### src/rtl/riscv_pkg.sv
// Shared RISC-V decode definitions: ALU class encodings and the control bundle
// carried from decode through execute.
package riscv_pkg;

  localparam logic [1:0] ALUOP_ADD    = 2'b00;
  localparam logic [1:0] ALUOP_BRANCH = 2'b01;
  localparam logic [1:0] ALUOP_RTYPE  = 2'b10;

  typedef struct packed {
    logic       branch;
    logic       reg_write;
    logic       mem_to_reg;
    logic       mem_read;
    logic       mem_write;
    logic       alu_src;
    logic [1:0] alu_op;
  } ctrl_t;

  // An instruction that is not real must not carry any side-effecting control.
  function automatic ctrl_t ctrl_gate(ctrl_t c, logic valid);
    return valid ? c : ctrl_t'('0);
  endfunction

endpackage

### src/rtl/load_use_detect.sv
// Combinational load-use hazard check between the load sitting in EX and the
// instruction in ID; x0 never hazards.
module load_use_detect (
  input  logic       id_valid,
  input  logic [4:0] id_rs1,
  input  logic [4:0] id_rs2,
  input  logic       id_alu_src,
  input  logic       id_mem_write,
  input  logic       ex_valid,
  input  logic       ex_mem_read,
  input  logic [4:0] ex_rd,
  input  logic       flush,
  input  logic       ex_stall,
  output logic       hazard_stall
);

  logic rs2_used;
  logic rd_match;

  always_comb begin
    // Stores read rs2 even though the ALU takes the immediate.
    rs2_used     = !id_alu_src || id_mem_write;
    rd_match     = (ex_rd == id_rs1) || (rs2_used && (ex_rd == id_rs2));
    hazard_stall = id_valid && ex_valid && ex_mem_read && (ex_rd != 5'd0) &&
                   rd_match && !flush && !ex_stall;
  end

endmodule

### src/rtl/id_ex_pipe.sv
// ID/EX pipeline register with flush, execute-side hold and a saturating bubble
// counter. Load-use bubble insertion exists only when ID_EX_HAZARD_DETECT_EN is defined.
module id_ex_pipe
  import riscv_pkg::*;
#(
  parameter int XLEN  = 64,
  parameter int CNT_W = 16
) (
  input  logic             clk,
  input  logic             reset,
  input  logic             id_valid,
  input  logic             id_branch,
  input  logic             id_RegWrite,
  input  logic             id_MemtoReg,
  input  logic             id_MemRead,
  input  logic             id_MemWrite,
  input  logic             id_alu_src,
  input  logic [1:0]       id_alu_op,
  input  logic [XLEN-1:0]  id_pc,
  input  logic [XLEN-1:0]  id_rs1_data,
  input  logic [XLEN-1:0]  id_rs2_data,
  input  logic [XLEN-1:0]  id_imm,
  input  logic [4:0]       id_rs1,
  input  logic [4:0]       id_rs2,
  input  logic [4:0]       id_rd,
  input  logic [3:0]       id_funct,
  input  logic             ex_stall,
  input  logic             flush,
  output logic             ex_valid,
  output logic             ex_branch,
  output logic             ex_RegWrite,
  output logic             ex_MemtoReg,
  output logic             ex_MemRead,
  output logic             ex_MemWrite,
  output logic             ex_alu_src,
  output logic [1:0]       ex_alu_op,
  output logic [XLEN-1:0]  ex_pc,
  output logic [XLEN-1:0]  ex_rs1_data,
  output logic [XLEN-1:0]  ex_rs2_data,
  output logic [XLEN-1:0]  ex_imm,
  output logic [4:0]       ex_rs1,
  output logic [4:0]       ex_rs2,
  output logic [4:0]       ex_rd,
  output logic [3:0]       ex_funct,
  output logic             hazard_stall,
  output logic [CNT_W-1:0] bubble_cnt
);

  typedef struct packed {
    logic [XLEN-1:0] pc;
    logic [XLEN-1:0] rs1_data;
    logic [XLEN-1:0] rs2_data;
    logic [XLEN-1:0] imm;
    logic [4:0]      rs1;
    logic [4:0]      rs2;
    logic [4:0]      rd;
    logic [3:0]      funct;
  } data_t;

  ctrl_t            id_ctrl, ctrl_d, ctrl_q;
  data_t            id_data, data_d, data_q;
  logic             valid_d, valid_q;
  logic [CNT_W-1:0] cnt_d, cnt_q;
  logic             load_bubble;

`ifdef ID_EX_HAZARD_DETECT_EN
  load_use_detect u_load_use_detect (
    .id_valid     (id_valid),
    .id_rs1       (id_rs1),
    .id_rs2       (id_rs2),
    .id_alu_src   (id_alu_src),
    .id_mem_write (id_MemWrite),
    .ex_valid     (valid_q),
    .ex_mem_read  (ctrl_q.mem_read),
    .ex_rd        (data_q.rd),
    .flush        (flush),
    .ex_stall     (ex_stall),
    .hazard_stall (hazard_stall)
  );
`else
  assign hazard_stall = 1'b0;
`endif

  // hazard_stall is already masked by flush and ex_stall, so this preserves priority.
  assign load_bubble = flush || hazard_stall;

  always_comb begin
    id_ctrl = '{branch:     id_branch,
                reg_write:  id_RegWrite,
                mem_to_reg: id_MemtoReg,
                mem_read:   id_MemRead,
                mem_write:  id_MemWrite,
                alu_src:    id_alu_src,
                alu_op:     id_alu_op};
    id_data = '{pc:       id_pc,
                rs1_data: id_rs1_data,
                rs2_data: id_rs2_data,
                imm:      id_imm,
                rs1:      id_rs1,
                rs2:      id_rs2,
                rd:       id_rd,
                funct:    id_funct};
  end

  always_comb begin
    valid_d = valid_q;
    ctrl_d  = ctrl_q;
    data_d  = data_q;
    cnt_d   = cnt_q;
    if (load_bubble) begin
      valid_d = 1'b0;
      ctrl_d  = '0;
      data_d  = '0;
      if (cnt_q != {CNT_W{1'b1}}) cnt_d = cnt_q + CNT_W'(1);
    end else if (!ex_stall) begin
      valid_d = id_valid;
      ctrl_d  = ctrl_gate(id_ctrl, id_valid);
      data_d  = id_data;
    end
  end

  always_ff @(posedge clk or posedge reset) begin
    if (reset) begin
      valid_q <= 1'b0;
      ctrl_q  <= '0;
      data_q  <= '0;
      cnt_q   <= '0;
    end else begin
      valid_q <= valid_d;
      ctrl_q  <= ctrl_d;
      data_q  <= data_d;
      cnt_q   <= cnt_d;
    end
  end

  assign ex_valid    = valid_q;
  assign ex_branch   = ctrl_q.branch;
  assign ex_RegWrite = ctrl_q.reg_write;
  assign ex_MemtoReg = ctrl_q.mem_to_reg;
  assign ex_MemRead  = ctrl_q.mem_read;
  assign ex_MemWrite = ctrl_q.mem_write;
  assign ex_alu_src  = ctrl_q.alu_src;
  assign ex_alu_op   = ctrl_q.alu_op;
  assign ex_pc       = data_q.pc;
  assign ex_rs1_data = data_q.rs1_data;
  assign ex_rs2_data = data_q.rs2_data;
  assign ex_imm      = data_q.imm;
  assign ex_rs1      = data_q.rs1;
  assign ex_rs2      = data_q.rs2;
  assign ex_rd       = data_q.rd;
  assign ex_funct    = data_q.funct;
  assign bubble_cnt  = cnt_q;

endmodule

### config.mk
export PLATFORM = sky130hd
export DESIGN_NAME = id_ex_pipe
export DESIGN_NICKNAME = d
export VERILOG_FILES = /design/src/rtl/riscv_pkg.sv /design/src/rtl/load_use_detect.sv /design/src/rtl/id_ex_pipe.sv
export SDC_FILE = /design/constraint.sdc
export NUM_CORES = 1
export LEC_CHECK = 0
export ABC_AREA = 1
export ABC_CLOCK_PERIOD_IN_PS = 8600
export BUFFER_PORTS_ARGS = -buffer_cell sky130_fd_sc_hd__buf_2
export CAP_MARGIN = 10
export CORE_AREA = 2 2 231 233
export CTS_CLUSTER_SIZE = 10
export DETAILED_ROUTE_END_ITERATION = 16
export DIE_AREA = 0 0 233 235
export GPL_TIMING_DRIVEN = 0
export PLACE_DENSITY_LB_ADDON = 0.15
export SLEW_MARGIN = 30
export SYNTH_ARGS = -nofsm -noshare
export SYNTH_HDL_FRONTEND = slang
export SYNTH_HIERARCHICAL = 1
export SYNTH_SLANG_ARGS = --single-unit
### constraint.sdc
create_clock -name clk -period 8.6 [get_ports clk]
set_input_delay 0.43 -clock clk [delete_from_list [all_inputs] [get_ports clk]]
set_output_delay 0.43 -clock clk [all_outputs]
set_load 0.005 [all_outputs]
==> impl_metrics.env, run 1 <==
export IMPL_status="finished, final reports clean"
export IMPL_p_int_mw=2.564
export IMPL_rsz0062_at_grt="no"
export IMPL_finalSetupViolCount=0
export IMPL_start_util_pct=23.24
export IMPL_crit_type="in -> async"
export IMPL_yosysSeqAreaShare_pct=61.84
export IMPL_fillCellCount=5649
export IMPL_p_leak_nw=10.26
export IMPL_place_area_um2=16220
export IMPL_num_vias=11910
export IMPL_post_cts_buffers=0
export IMPL_place_congestion=0.8364
export IMPL_final_cell_mix="653 x buf_2, 621 x nand2_1, 300 x dfrtp_1, 297 x nand3_1, 41 x clkbuf_16"
export IMPL_num_io_pins=589
export IMPL_comb_power_share_pct=12.4
export IMPL_crit_fanout=24
export IMPL_arrival_ps=2530
export IMPL_final_nets=2306
export IMPL_num_rows=84
export IMPL_wl_per_cell_um=18.00
export IMPL_crit_chain="dlygate4sd3_1 -> buf_2 -> clkinvlp_4 -> buf_12 -> buf_12 -> buf_12 -> buf_16 -> buf_12"
export IMPL_placed_cells=2664
export IMPL_cts_tree="yes"
export IMPL_syn_area_per_cell_um2=8.810
export IMPL_io_buffers=585
export IMPL_max_cap_viol_count=0
export IMPL_clk_insertion_delay_late_ps=530
export IMPL_seqPwrFrac_pct=44.7
export IMPL_cp_top_family="buffers and inverters"
export IMPL_path_depth=8
export IMPL_area_growth_pct=43.19
export IMPL_fin_crit_ps=1802
export IMPL_pwr_density_cell_nw_per_um2=200.3
export IMPL_p_sw_mw=0.9186
export IMPL_slew_headroom_pct=45.31
export IMPL_crit_buf_inv=8
export IMPL_routed_wl_mm=49.23
export IMPL_final_cells=2735
export IMPL_clock_power_share_pct=42.9
export IMPL_r2r_end="bubble_cnt[9]"
export IMPL_grt_overflow=0
export IMPL_root_buffer="clkbuf_16"
export IMPL_fp_dieH_um=235
export IMPL_cts_buffers=38
export IMPL_netlist_instances=1378
export IMPL_max_slew_worst_pin_slew_ps=820.3
export IMPL_cp_required_ps=9330
export IMPL_finalHoldViolCount=0
export IMPL_start_kind="input pin"
export IMPL_netlist_area_leader_share_pct=61.84
export IMPL_ir_drop_v=0.0001176
export IMPL_core_area_um2=52240
export IMPL_mostFrequentLayoutCell="buf_2"
export IMPL_antenna_found_initial=14
export IMPL_reg2reg_depth=8
export IMPL_first_pass_iters=6
export IMPL_first_global_vias=12210
export IMPL_clock_skew_ps=4.122
export IMPL_synthTopCellsByArea="dfrtp_1 62%, nand2_1 19%, nand3_1 12%"
export IMPL_slowest_delay_ps=540
export IMPL_postRouteAntennaNets=0
export IMPL_grt_max_degree=29
export IMPL_slew_viol_final=0
export IMPL_die_w_um=233
export IMPL_end_kind="asynchronous set/reset pin"
export IMPL_dp_hpwl_mm=38.40
export IMPL_synth_cell_type_count=23
export IMPL_crit_top_cell="buf_12"
export IMPL_crit_end="ex_rs2_data[46]"
export IMPL_timing_fmax_mhz=555.1
export IMPL_hold_class="in -> reg"
export IMPL_cts_htree_levels=2
export IMPL_cp_startpoint="reset"
export IMPL_syn_area_um2=12140
export IMPL_final_setup_tns_ps=0
export IMPL_fin_area_um2=17380
export IMPL_vias_per_cell=4.353
export IMPL_rr_startpoint="bubble_cnt[0]"
export IMPL_yosysTopAreaCell="dfrtp_1"
export IMPL_clkSinkCount=300
export IMPL_drtIter0Drc=546
export IMPL_die_area_um2=54760
export IMPL_rrSetupSlack_ps=6880
export IMPL_ys_ff_latch=300
export IMPL_total_power_mw=3.483
export IMPL_critical_path_slowest_cell="dlygate4sd3_1"
export IMPL_grt_pass1_wl_mm=74.04
export IMPL_grt_util_all_layers_pct=17.55
export IMPL_drc=0
export IMPL_yosysWarnings=6
export IMPL_drive_above_1_share_pct=35.70
export IMPL_clockBufferDepth=3
export IMPL_clk_pin_slew_worst_paths_ps=60
export IMPL_post_route_period_util_pct=20.95
export IMPL_syn_nets=1667
export IMPL_netSwitchingFraction_pct=26.38
Yosys cell counts:
master and instances:
buf_6 1, inv_4 1, nor2_2 5, buf_4 1, o21ai_0 4, nand2_1 621
nand4_1 5, nor2_4 2, nand4_2 1, nor2_1 15, xnor2_1 4, nor3_4 1
nand3_1 297, nand2_2 2, conb_1 1, buf_1 9, ha_1 1, o21ai_1 4
dfrtp_1 300, buf_2 68, inv_1 14, nand3b_1 3, clkbuf_1 18
through the flow:
step | util (%) | worst slack, ps | hold slack (ps)
2_1_floorplan | - | 4183 | 495.3
3_3_place_gp | 30.50 | 1895 | 483.6
3_5_place_dp | 31.04 | 6348 | 487.4
4_1_cts | 33.24 | 6780 | 41.41
5_1_grt | 33.27 | 6602 | 51.83
6_report | 33.28 | 6798 | 82.74
cell families (layout without fill, tap and decap cells):
| group | Yosys count | after routing | share of synthesized area (%) |
|---|---|---|---|
| AO/OA/AOI/OAI | 8 | 8 | 0.3298 |
| XOR/XNOR | 4 | 4 | 0.2885 |
| adder cells (fa/ha/maj) | 1 | 1 | 0.1030 |
| buffers and inverters | 112 | 773 | 4.277 |
| flip-flops | 300 | 300 | 61.84 |
| other | 1 | 9 | 0.03089 |
| AND/OR/NAND/NOR | 952 | 952 | 33.13 |
how the worst min path moves through the flow:
stage | startpoint | end | cells past startpoint
after floorplan | bubble_cnt[14] | bubble_cnt[14] | 2
after global placement | ex_rs2_data[23] | ex_rs2_data[23] | 2
after detailed placement | reset | ex_rs1_data[55] | 2
after CTS | id_imm[50] | ex_imm[50] | 3
after global routing | id_rs1_data[40] | ex_rs1_data[40] | 3
final | id_imm[2] | ex_imm[2] | 3
power by group through the flow:
stage / registers (mW) / logic (mW) / clock network, mW
finish: 1.56 / 0.431 / 1.49
global route: 1.57 / 0.482 / 1.62
CTS: 1.56 / 0.443 / 1.55
detailed placement: 1.58 / 0.441 / 0
global placement: 1.58 / 0.423 / 0
floorplan: 1.58 / 0.168 / 0
area by class of cell:
cell class / count / area (µm²) / share of cell area (%)
Timing Repair Buffer: 599 / 3221 / 18.53
Multi-Input combinational cell: 966 / 4114 / 23.66
Buffer: 97 / 460.4 / 2.649
Inverter: 15 / 62.56 / 0.3599
Antenna cell: 8 / 20.02 / 0.1152
Sequential cell: 300 / 7507 / 43.18
Clock inverter: 3 / 15.01 / 0.08637
Tap cell: 688 / 860.8 / 4.952
Clock buffer: 59 / 1124 / 6.463
routing by layer:
layer	part of all wire, %	routed length, µm	global-route usage (%)	up-vias
li1	-	-	-	5695
met1	39	19260	20.46	5654
met2	49	24020	29.87	436
met3	8.1	3968	4.976	109
met4	3.9	1901	7.643	12
met5	0.16	79	0	-
worst min-delay path, delay by kind of cell:
family / cells / cell delay, ps
buffers and inverters: 1 / 70
AND/OR/NAND/NOR: 2 / 80
timing repair:
| action | 4_1_cts | 5_1_grt |
|---|---|---|
| endpoints found under the hold margin | 14 | 0 |
| hold buffers | 1 | 0 |
| resized for setup | 0 | 0 |
sequential cells by signal (all words and copies together) (netlist names), 4 cells and up:
name,flops
ex_funct,4
bubble_cnt,16
ex_rs1_data,64
ex_rd,5
ex_imm,64
ex_pc,64
ex_rs2,5
ex_rs1,5
ex_rs2_data,64
No activity file was read; power rests on OpenSTA's default activity.
==> run 2, diff against run 1 <==
ABC_CLOCK_PERIOD_IN_PS = 1500   (was 8600)
clock period = 1.5 ns   (was 8.6 ns; I/O delays follow)
==> impl_metrics.env, run 2 (synthesized netlist as in run 1, its figures left out) <==
export IMPL_rrSetupSlack_ps=110
export IMPL_clk_insertion_delay_late_ps=530
export IMPL_total_power_mw=20.67
export IMPL_crit_fanout=4
export IMPL_grt_overflow=0
export IMPL_first_global_vias=13590
export IMPL_grt_max_degree=29
export IMPL_whs_endpoint="bubble_cnt[11]"
export IMPL_first_pass_iters=6
export IMPL_multi_input_area_um2=4148
export IMPL_routed_wl_mm=51.40
export IMPL_p_leak_nw=11.47
export IMPL_hold_start="flush"
export IMPL_cts_buffers=38
export IMPL_pwr_density_cell_nw_per_um2=1018
export IMPL_place_area_um2=16220
export IMPL_finalHoldViolCount=0
export IMPL_wl_per_cell_um=17.03
export IMPL_antennaDiodeCount=0
export IMPL_mostFrequentLayoutCell="buf_2"
export IMPL_placed_cells=2664
export IMPL_end_kind="output pin"
export IMPL_finalSetupViolCount=0
export IMPL_vias_per_cell=4.326
export IMPL_die_w_um=233
export IMPL_root_buffer="clkbuf_16"
export IMPL_crit_type="reg -> out"
export IMPL_start_util_pct=23.24
export IMPL_arrival_ps=1370
export IMPL_seqPwrFrac_pct=43.3
export IMPL_area_growth_pct=67.22
export IMPL_die_area_um2=54760
export IMPL_dp_hpwl_mm=38.40
export IMPL_hold_slack_ps=81.99
export IMPL_num_rows=84
export IMPL_core_area_um2=52240
export IMPL_fp_dieH_um=235
export IMPL_clk_pin_slew_worst_paths_ps=60
export IMPL_place_congestion=0.8364
export IMPL_p_sw_mw=5.434
export IMPL_grt_pass1_wl_mm=78.18
export IMPL_hold_class="in -> reg"
export IMPL_fin_area_um2=20300
export IMPL_max_cap_viol_count=0
export IMPL_drtIter0Drc=638
export IMPL_antenna_found_initial=0
export IMPL_clock_skew_ps=4.718
export IMPL_final_cell_mix="653 x buf_2, 621 x nand2_1, 297 x nand3_1, 294 x dfrtp_1, 285 x dlygate4sd3_1"
export IMPL_ir_drop_v=0.0006781
export IMPL_slew_headroom_pct=45.11
export IMPL_min_path_cells=4
export IMPL_postRouteAntennaNets=0
export IMPL_cts_tree="yes"
export IMPL_final_setup_tns_ps=0
export IMPL_status="finished, final reports clean"
export IMPL_cts_htree_levels=2
export IMPL_seqCellArea_um2=7515
export IMPL_p_int_mw=15.24
export IMPL_io_buffers=585
export IMPL_grt_util_all_layers_pct=18.25
export IMPL_comb_power_share_pct=15.2
export IMPL_r2r_end="bubble_cnt[10]"
export IMPL_num_io_pins=589
export IMPL_clockBufferDepth=3
export IMPL_timing_fmax_mhz=690.1
export IMPL_final_cells=3019
export IMPL_post_route_period_util_pct=96.61
export IMPL_netSwitchingFraction_pct=26.29
export IMPL_cp_required_ps=1420
export IMPL_max_slew_worst_pin_slew_ps=823.4
export IMPL_num_vias=13060
export IMPL_fin_crit_ps=1449
export IMPL_clkSinkCount=300
export IMPL_drive_above_1_share_pct=32.00
export IMPL_reg2reg_depth=7
export IMPL_rsz0062_at_grt="no"
export IMPL_final_nets=2598
export IMPL_fillCellCount=5409
export IMPL_slew_viol_final=0
export IMPL_start_kind="register"
export IMPL_rr_startpoint="bubble_cnt[0]"
export IMPL_clock_power_share_pct=41.5
export IMPL_drc=0
run 2: changes by cell type in the layout (fill, tap and decap cells not counted), moves of 2 or more:
cell	previous run	this run
diode_2	8	0
buf_4	1	8
dfrtp_2	0	6
dfrtp_1	300	294
nor2_1	15	13
dlygate4sd3_1	1	285
nor2_4	2	4
run 2: metrics by stage:
step           setup slack [ps]  util (%)
2_1_floorplan             -2562         -
3_3_place_gp              -4850     30.50
3_5_place_dp             -396.5     31.04
4_1_cts                   17.91     38.72
5_1_grt                  0.3578     38.86
6_report                  50.84     38.86
run 2: power groups by stage:
stage	clock network (mW)	logic, mW	registers [mW]
after floorplan	0	0.966	9.08
after global placement	0	2.43	9.06
after detailed placement	0	2.53	9.07
after CTS	8.89	3.16	8.94
after global routing	9.25	3.48	9.00
final	8.58	3.15	8.94
run 2: area by class of cell:
type	count	share of cell area, %
flip-flops and latches	300	37.02
repair buffers	890	30.13
multi-input cells	967	20.43
clock buffers	59	5.535
well taps	688	4.240
plain buffers	97	2.268
inverters	15	0.3082
clock inverters	3	0.07396
run 2: worst max-delay path: stages, from the launching register on:
cell	delay [ps]
dfrtp_2	440
buf_4	150
buf_4	130
buf_2	130
run 2: metal layers:
| metal | part of all wire (%) | track usage, % | wire (µm) | up-vias |
|---|---|---|---|---|
| li1 | - | - | - | 6278 |
| met1 | 40 | 21.33 | 20620 | 6191 |
| met2 | 48 | 31.19 | 24840 | 482 |
| met3 | 7.1 | 4.490 | 3652 | 110 |
| met4 | 4.4 | 8.628 | 2281 | 0 |
| met5 | 0 | 0 | 0 | - |
run 2: what timing repair did:
| item | in CTS | in global routing |
|---|---|---|
| endpoints found under the setup margin | 16 | 62 |
| cloned | 0 | 1 |
| gates resized for setup | 4 | 10 |
| hold endpoints to repair | 359 | 0 |
| hold buffers | 285 | 0 |
| pin swaps | 0 | 3 |
| setup buffers | 0 | 7 |
run 2: how the worst max path moves through the flow:
stage                             start  depth (start not counted)  slack [ps]         endpoint
final                     bubble_cnt[0]                          3          50    bubble_cnt[0]
after global routing      bubble_cnt[0]                          3         0.4    bubble_cnt[0]
after CTS                 bubble_cnt[0]                          8          20   bubble_cnt[10]
after detailed placement       ex_stall                          5        -400  ex_rs2_data[19]
after global placement            reset                          2       -4850       ex_imm[54]
after floorplan                   reset                          1       -2560    bubble_cnt[0]
